==> src/rtl/imem_loader.sv <==
// Sequencer/arbiter for the 128x32 instruction memory: erase to HALT after reset,
// stream a host image in, pad the tail with HALT, then hand the port to fetch.
module imem_loader #(
    parameter int             N     = 32,
    parameter int             AW    = 7,
    parameter int             DEPTH = 128,
    parameter logic [N-1:0]   HALT  = 32'hb400001f,
    parameter logic [N-1:0]   NOP   = 32'h8b1f03ff
) (
    input  logic          clk,
    input  logic          reset,
    input  logic          start_load,
    input  logic          host_valid,
    input  logic [N-1:0]  host_data,
    input  logic          host_last,
    output logic          host_ready,
    input  logic [AW-1:0] fetch_addr,
    output logic [N-1:0]  fetch_q,
    output logic [AW-1:0] mem_addr,
    output logic          mem_we,
    output logic [N-1:0]  mem_wdata,
    input  logic [N-1:0]  mem_q,
    output logic          cpu_hold,
    output logic          load_done,
    output logic          err,
    output logic [AW:0]   word_count
);

    localparam int PW = AW + 1;
    localparam logic [AW:0] PTR_LAST = PW'(DEPTH - 1);
    localparam logic [AW:0] PTR_ONE  = PW'(1);

    typedef enum logic [2:0] {
        CLEAR = 3'd0,
        RUN   = 3'd1,
        LOAD  = 3'd2,
        FILL  = 3'd3,
        ERROR = 3'd4
    } state_t;

    state_t        state_q, state_d;
    logic [AW:0]   wr_ptr_q, wr_ptr_d;
    logic [AW:0]   count_q, count_d;
    logic          err_q, err_d;
    logic          done_q, done_d;
    logic          we_raw;
    logic [N-1:0]  wdata_raw;
    logic [AW-1:0] addr_raw;

    always_ff @(posedge clk or negedge reset) begin
        if (!reset) begin
            state_q  <= CLEAR;
            wr_ptr_q <= '0;
            count_q  <= '0;
            err_q    <= 1'b0;
            done_q   <= 1'b0;
        end else begin
            state_q  <= state_d;
            wr_ptr_q <= wr_ptr_d;
            count_q  <= count_d;
            err_q    <= err_d;
            done_q   <= done_d;
        end
    end

    always_comb begin
        state_d   = state_q;
        wr_ptr_d  = wr_ptr_q;
        count_d   = count_q;
        err_d     = err_q;
        done_d    = 1'b0;
        we_raw    = 1'b0;
        wdata_raw = HALT;
        addr_raw  = wr_ptr_q[AW-1:0];
        unique case (state_q)
            CLEAR: begin
                we_raw   = 1'b1;
                wr_ptr_d = wr_ptr_q + PTR_ONE;
                if (wr_ptr_q == PTR_LAST) begin
                    state_d  = RUN;
                    wr_ptr_d = '0;
                end
            end
            RUN: begin
                addr_raw = fetch_addr;
                if (start_load) begin
                    state_d  = LOAD;
                    wr_ptr_d = '0;
                    count_d  = '0;
                    err_d    = 1'b0;
                end
            end
            LOAD: begin
                wdata_raw = host_data;
                // A restart wins over any word offered in the same cycle.
                if (start_load) begin
                    wr_ptr_d = '0;
                    count_d  = '0;
                end else if (wr_ptr_q[AW]) begin
                    err_d   = 1'b1;
                    state_d = ERROR;
                end else if (host_valid) begin
                    we_raw   = 1'b1;
                    wr_ptr_d = wr_ptr_q + PTR_ONE;
                    count_d  = count_q + PTR_ONE;
                    if (host_last) begin
                        if (wr_ptr_q == PTR_LAST) begin
                            state_d  = RUN;
                            done_d   = 1'b1;
                            wr_ptr_d = '0;
                        end else begin
                            state_d = FILL;
                        end
                    end
                end
            end
            FILL: begin
                we_raw   = 1'b1;
                wr_ptr_d = wr_ptr_q + PTR_ONE;
                if (wr_ptr_q == PTR_LAST) begin
                    state_d  = RUN;
                    done_d   = 1'b1;
                    wr_ptr_d = '0;
                end
            end
            ERROR: begin
                if (start_load) begin
                    state_d  = LOAD;
                    wr_ptr_d = '0;
                    count_d  = '0;
                    err_d    = 1'b0;
                end
            end
            default: state_d = CLEAR;
        endcase
    end

    // Gate the write strobe with reset so nothing lands in memory once reset asserts.
    assign mem_we     = we_raw & reset;
    assign mem_addr   = addr_raw;
    assign mem_wdata  = wdata_raw;
    assign host_ready = (state_q == LOAD) && !wr_ptr_q[AW];
    assign cpu_hold   = (state_q != RUN);
    assign fetch_q    = (state_q == RUN) ? mem_q : NOP;
    assign load_done  = done_q;
    assign err        = err_q;
    assign word_count = count_q;

endmodule

==> config.mk <==
export PLATFORM = sky130hd
export DESIGN_NAME = imem_loader
export DESIGN_NICKNAME = d
export VERILOG_FILES = /design/src/rtl/imem_loader.sv
export SDC_FILE = /design/constraint.sdc
export NUM_CORES = 1
export LEC_CHECK = 0
export CAP_MARGIN = 20
export CORE_ASPECT_RATIO = 1.4
export CORE_UTILIZATION = 35
export DETAILED_ROUTE_END_ITERATION = 16
export PLACE_DENSITY_LB_ADDON = 0.15
export SLEW_MARGIN = 20
export SYNTH_ARGS = -nofsm -noshare
export SYNTH_HDL_FRONTEND = slang
export SYNTH_SLANG_ARGS = --single-unit
==> constraint.sdc <==
create_clock -name clk -period 4.1 [get_ports clk]
set_input_delay 0.82 -clock clk [delete_from_list [all_inputs] [get_ports clk]]
set_output_delay 0.82 -clock clk [all_outputs]
set_load 0.01 [all_outputs]
# Yosys cells after proc, flatten, opt, wreduce, memory -nomap -nowiden
# Index checks and enable logic that the tools add are counted.
# word_totals
register_bits	21
wordCells	71
inputBits	76
# op_classes
bitwise	1
eq_ne	14
muxes	36
addsub	2
n_reduce_logical	12
# ops
operator	n
8-bit two-way mux	9
32-bit two-way mux	2
8-bit case mux with 3 select lines	1
3-bit two-way mux	6
8-bit by 1-bit adder with 8-bit output (second input constant)	2
8-bit case mux with 2 select lines	1
3-bit != test (second input constant)	4
4-bit AND reduction	3
1-bit two-way mux	11
3-bit case mux with 3 select lines	1
8-bit by 7-bit == test with 1-bit output (second input constant)	1
7-bit two-way mux	1
3-bit by 2-bit == test with 1-bit output (second input constant)	2
1-bit case mux with 2 select lines	3
5-bit AND reduction	1
2-bit by 1-bit != test with 1-bit output (second input constant)	2
2-bit != test (second input constant)	2
2-bit OR reduction	2
3-bit by 1-bit == test with 1-bit output (second input constant)	1
3-bit == test (second input constant)	1
3-bit logical NOT	1
3-bit by 1-bit != test with 1-bit output (second input constant)	1
3-bit nonzero test	1
2-bit two-way mux	1
other kinds (5)	5

# Logic depth before layout (Yosys ltp)
# logic_depth
depth_word	7
mapped_depth	7
mapped_depth_nobuf	6

# Least setup slack after synthesis
# OpenSTA, ideal clock, no wires.
# synth_path
path_type	input to output
start	in start_load
end	out mem_we
slack_ps	1547
t_required_ps	3280
stages	4
arrival_ps	1733
path_buffers	1
cell_sequence	buf_2 nor3b_2 nor2b_1 nor4b_1
# synth_between
elab_chain_cells	3
# synth_lines
element	line	source
start: declaration	12	input logic start_load,
1-bit two-way mux	96	if (start_load) begin
1-bit case mux with 2 select lines	75	unique case (state_q)
1-bit AND	139	assign mem_we = we_raw & reset;
end: declaration	20	output logic mem_we,
# Every way passes these cells.

# Worst setup path in the final report
# layout_path
start	in host_valid
end	out mem_we
# layout_between
elab_chain_cells	5
# layout_lines
element	line	source
start: declaration	13	input logic host_valid,
1-bit two-way mux	102	end else if (host_valid) begin
1-bit two-way mux	99	end else if (wr_ptr_q[AW]) begin
1-bit two-way mux	96	
1-bit case mux with 2 select lines	75	
1-bit AND	139	
# Every way passes these cells.

==> flow_metrics.py <==
metrics = {
    "worst_hold_path": {
        "hp-start": "word_count[3]",
        "min_to": "word_count[3]",
        "hold_class": "flop to flop",
        "holdPathStages": 1,
    },
    "clocking": {
        "postCtsSetupBuffers": 0,
        "clk_pin_slew_ps": 80,
        "hold_buffers": 0,
        "numCtsBuffers": 3,
        "cts_tree": "done",
        "h-tree-depth": 1,
        "cts-resized-gates": 0,
        "clk_latency_ps": 270,
        "clk_path_buf_depth": 2,
        "root_buffer": "clkbuf_8",
        "clkSinkCount": 21,
    },
    "detailed_routing": {
        "top_layer": "met4",
        "postRouteAntennaNets": 0,
        "first_iter_violations": 83,
        "dr.pass1.iters": 4,
        "wl_per_cell_microns": 13.71,
        "wirelength_microns": 6113,
        "dr_wl_met3_microns": 447,
        "viasPerCell": 4.946,
        "wl_met2_microns": 3306,
        "vias": 2206,
        "drc": 0,
        "wl_met1_microns": 2285,
    },
    "power": {
        "vdd_drop_max_v": 0.0001969,
        "p_leak_uw": 0.001420,
        "p_per_area_nw_per_um2": 373.1,
    },
    "yosys": {
        "synth_fa_ha_area_frac": 0.01325,
        "synth_flop_cell": "dfrtp_1",
        "synth_compound_area_frac": 0.1822,
        "ys_ff_latch": 21,
        "synth_cell_types": 49,
        "netlist_area_sq_um": 1888,
        "synth_edf_count": 0,
        "avgSynthCellArea_sq_um": 8.317,
        "synth_top_family_by_area": "simple AND/OR/NAND/NOR gates",
        "yosysWarnings": 0,
        "async_flop_share": 1.000,
        "synth_xor_area_frac": 0.01392,
        "synthSimpleGateAreaFrac": 0.4115,
        "synthMuxAreaShare": 0.05302,
        "syn-num-nets": 305,
        "synth.yosys.seq_area_share": 0.2783,
        "synthCells": 227,
    },
    "timing": {
        "hold_slack_ps": 535.7,
        "min_period_ps": 3456,
        "hold_viol": 0,
        "slew_viol_final": 0,
        "setup_slack_ps": 643.9,
        "fin_setup_tns_ps": 0,
        "max_slew_margin": 0.6495,
        "max_clock_freq_ghz": 0.2893,
        "worst_slew_pin_slew_ps": 525.8,
        "fin_crit_sh": 0.8429,
        "skew_ps": 2.794,
        "rsz0062_at_grt": "no",
        "finalSetupViolCount": 0,
    },
    "floorplanning": {
        "core_region_area_sq_um": 5197,
        "row_count": 31,
        "ios": 160,
        "fp.dieH_microns": 88.91,
        "fp.dieW_microns": 64.08,
        "die-area_sq_um": 5697,
        "start_util": 0.3633,
    },
    "place": {
        "gp_routability_congestion": 0.8352,
        "dpl.hpwl_microns": 4928,
        "post-place-ws_ps": 676.9,
        "portBuffers": 159,
    },
    "worst_setup_path": {
        "cpPeakStageDelay_ps": 640,
        "endpoint_kind": "output pin",
        "cpLargestDelayFamily": "buffers and inverters",
        "path_class": "input port to output pin",
        "r2r-start": "state_q[2]",
        "cp_data_arrival_time_ps": 2640,
        "rr_worst_depth": 5,
        "regToRegSetupSlack_ps": 2000,
        "start_kind": "input port",
        "path_buf_inv": 2,
        "worst-path-max-fanout": 5,
        "crit_chain": "clkdlybuf4s50_1 -> nor3b_2 -> nor2b_1 -> nor4b_1 -> clkdlybuf4s50_1",
        "cp_common_cell": "clkdlybuf4s50_1",
        "worst_path_max_delay_cell": "clkdlybuf4s50_1",
        "r2r_end": "wr_ptr_q[0]",
        "cp_data_required_time_ps": 3280,
    },
    "cells_and_area": {
        "fin_nets": 459,
        "regArea_sq_um": 525.5,
        "n_antenna_cell": 0,
        "syn_to_final_growth_pct": 89.40,
        "layout-drive-gt1-share": 0.07105,
        "num-fill-cells": 456,
        "multi_input_area_sq_um": 1275,
    },
    "grt": {
        "grt_usage": 0.2085,
        "grt_pass1_vias": 2065,
        "grt_max_degree": 31,
        "grt_pass1_wl_microns": 9446,
        "grt_overflow": 0,
        "antenna_found_initial": 0,
    },
    "outcome": {
        "outcome": "finished, final reports clean",
    },
    "run": {
        "drv_cap": 0,
    },
}
registers in the layout, summed over array words and instances (netlist names):
register / count
word_count: 8
load_done: 1
state_q: 3
wr_ptr_q: 8
err: 1
area by class of cell:
type                       count  area share
multi-input combinational    187      0.3565
clock buffer                   3     0.01155
inverter                       4    0.004199
timing repair buffer         164      0.4556
clock inverter                 1    0.002099
tap                           66     0.02309
sequential                    21      0.1470
cell families after synthesis:
family / after synthesis
simple gates: 127
fa+ha+maj: 2
xor+xnor: 3
flops: 21
compound gates: 46
buf+inv: 19
mux: 9
where the power goes:
group,total (uW),leakage [uW],internal (uW),switching (uW)
registers,293,0.000275,246,46.7
clock network,146,0.0000217,68.8,77.6
logic,895,0.00112,517,378
per-layer routing:
| layer | GRT usage | vias to the layer above |
|---|---|---|
| met2 | 0.3888 | 115 |
| met4 | 0.06198 | 0 |
| li1 | - | 1097 |
| met3 | 0.03954 | 6 |
| met5 | 0 | - |
| met1 | 0.2402 | 988 |
per-stage QoR:
stage | utilization | instances | instance area (sq um) | power, uW
4_1_cts | 0.6880 | 446 | 3576 | 1347
5_1_grt | 0.6880 | 446 | 3576 | 1438
2_1_floorplan | - | 227 | 1888 | 776.3
3_3_place_gp | 0.6786 | 442 | 3527 | 1184
6_report | 0.6880 | 446 | 3576 | 1334
3_5_place_dp | 0.6786 | 442 | 3527 | 1198
how the worst max path moves through the flow:
stage / from / end / slack (ps) / cells after the start
after floorplan: start_load / mem_we / 1550 / 4
after global placement: host_valid / mem_we / 690 / 5
after detailed placement: host_valid / mem_we / 680 / 5
after CTS: host_valid / mem_we / 650 / 5
after global routing: state_q[0] / fetch_q[11] / 450 / 6
final: host_valid / mem_we / 640 / 5
synth_stat cells (all sizes together) (2+ instances only):
cell / n / area (sq um)
and3: 6 / 37.54
clkbuf: 10 / 37.54
a31oi: 4 / 25.02
a32o: 2 / 20.02
nand2: 7 / 26.28
or2: 2 / 12.52
nor2b: 8 / 57.55
a22o: 6 / 52.55
buf: 5 / 37.53
nand3: 4 / 20.02
o31ai: 2 / 28.78
and2: 40 / 250.2
or3: 14 / 92.59
nor2: 12 / 52.55
ha: 2 / 25.02
a21oi: 10 / 50.05
xnor2: 2 / 17.52
dfrtp: 21 / 525.5
inv: 4 / 15.01
mux2: 8 / 90.09
nor4b: 2 / 17.52
o21ai: 11 / 55.05
o32ai: 2 / 17.52
nor3b: 2 / 20.02
nand2b: 24 / 150.1
nand3b: 2 / 15.01
cell usage in the layout (no fill, tap or decap), drive strengths merged, types with 2 or more instances in the layout:
| cell | netlist | final |
|---|---|---|
| clkdlybuf4s50 | 0 | 159 |
| dfrtp | 21 | 21 |
| o21ai | 11 | 11 |
| inv | 4 | 4 |
| a21oi | 10 | 10 |
| a31oi | 4 | 4 |
| clkbuf | 10 | 3 |
| or3 | 14 | 14 |
| buf | 5 | 5 |
| and2 | 40 | 40 |
| nor4b | 2 | 2 |
| nand2b | 24 | 24 |
| or2 | 2 | 2 |
| nand3b | 2 | 2 |
| ha | 2 | 2 |
| o32ai | 2 | 2 |
| nand2 | 7 | 7 |
| a22o | 6 | 6 |
| mux2 | 8 | 8 |
| nand3 | 4 | 4 |
| a32o | 2 | 2 |
| xnor2 | 2 | 2 |
| nor3b | 2 | 2 |
| nor2b | 8 | 8 |
| o31ai | 2 | 2 |
| and3 | 6 | 6 |
| nor2 | 12 | 12 |
Power figures use the tool's default switching activity.
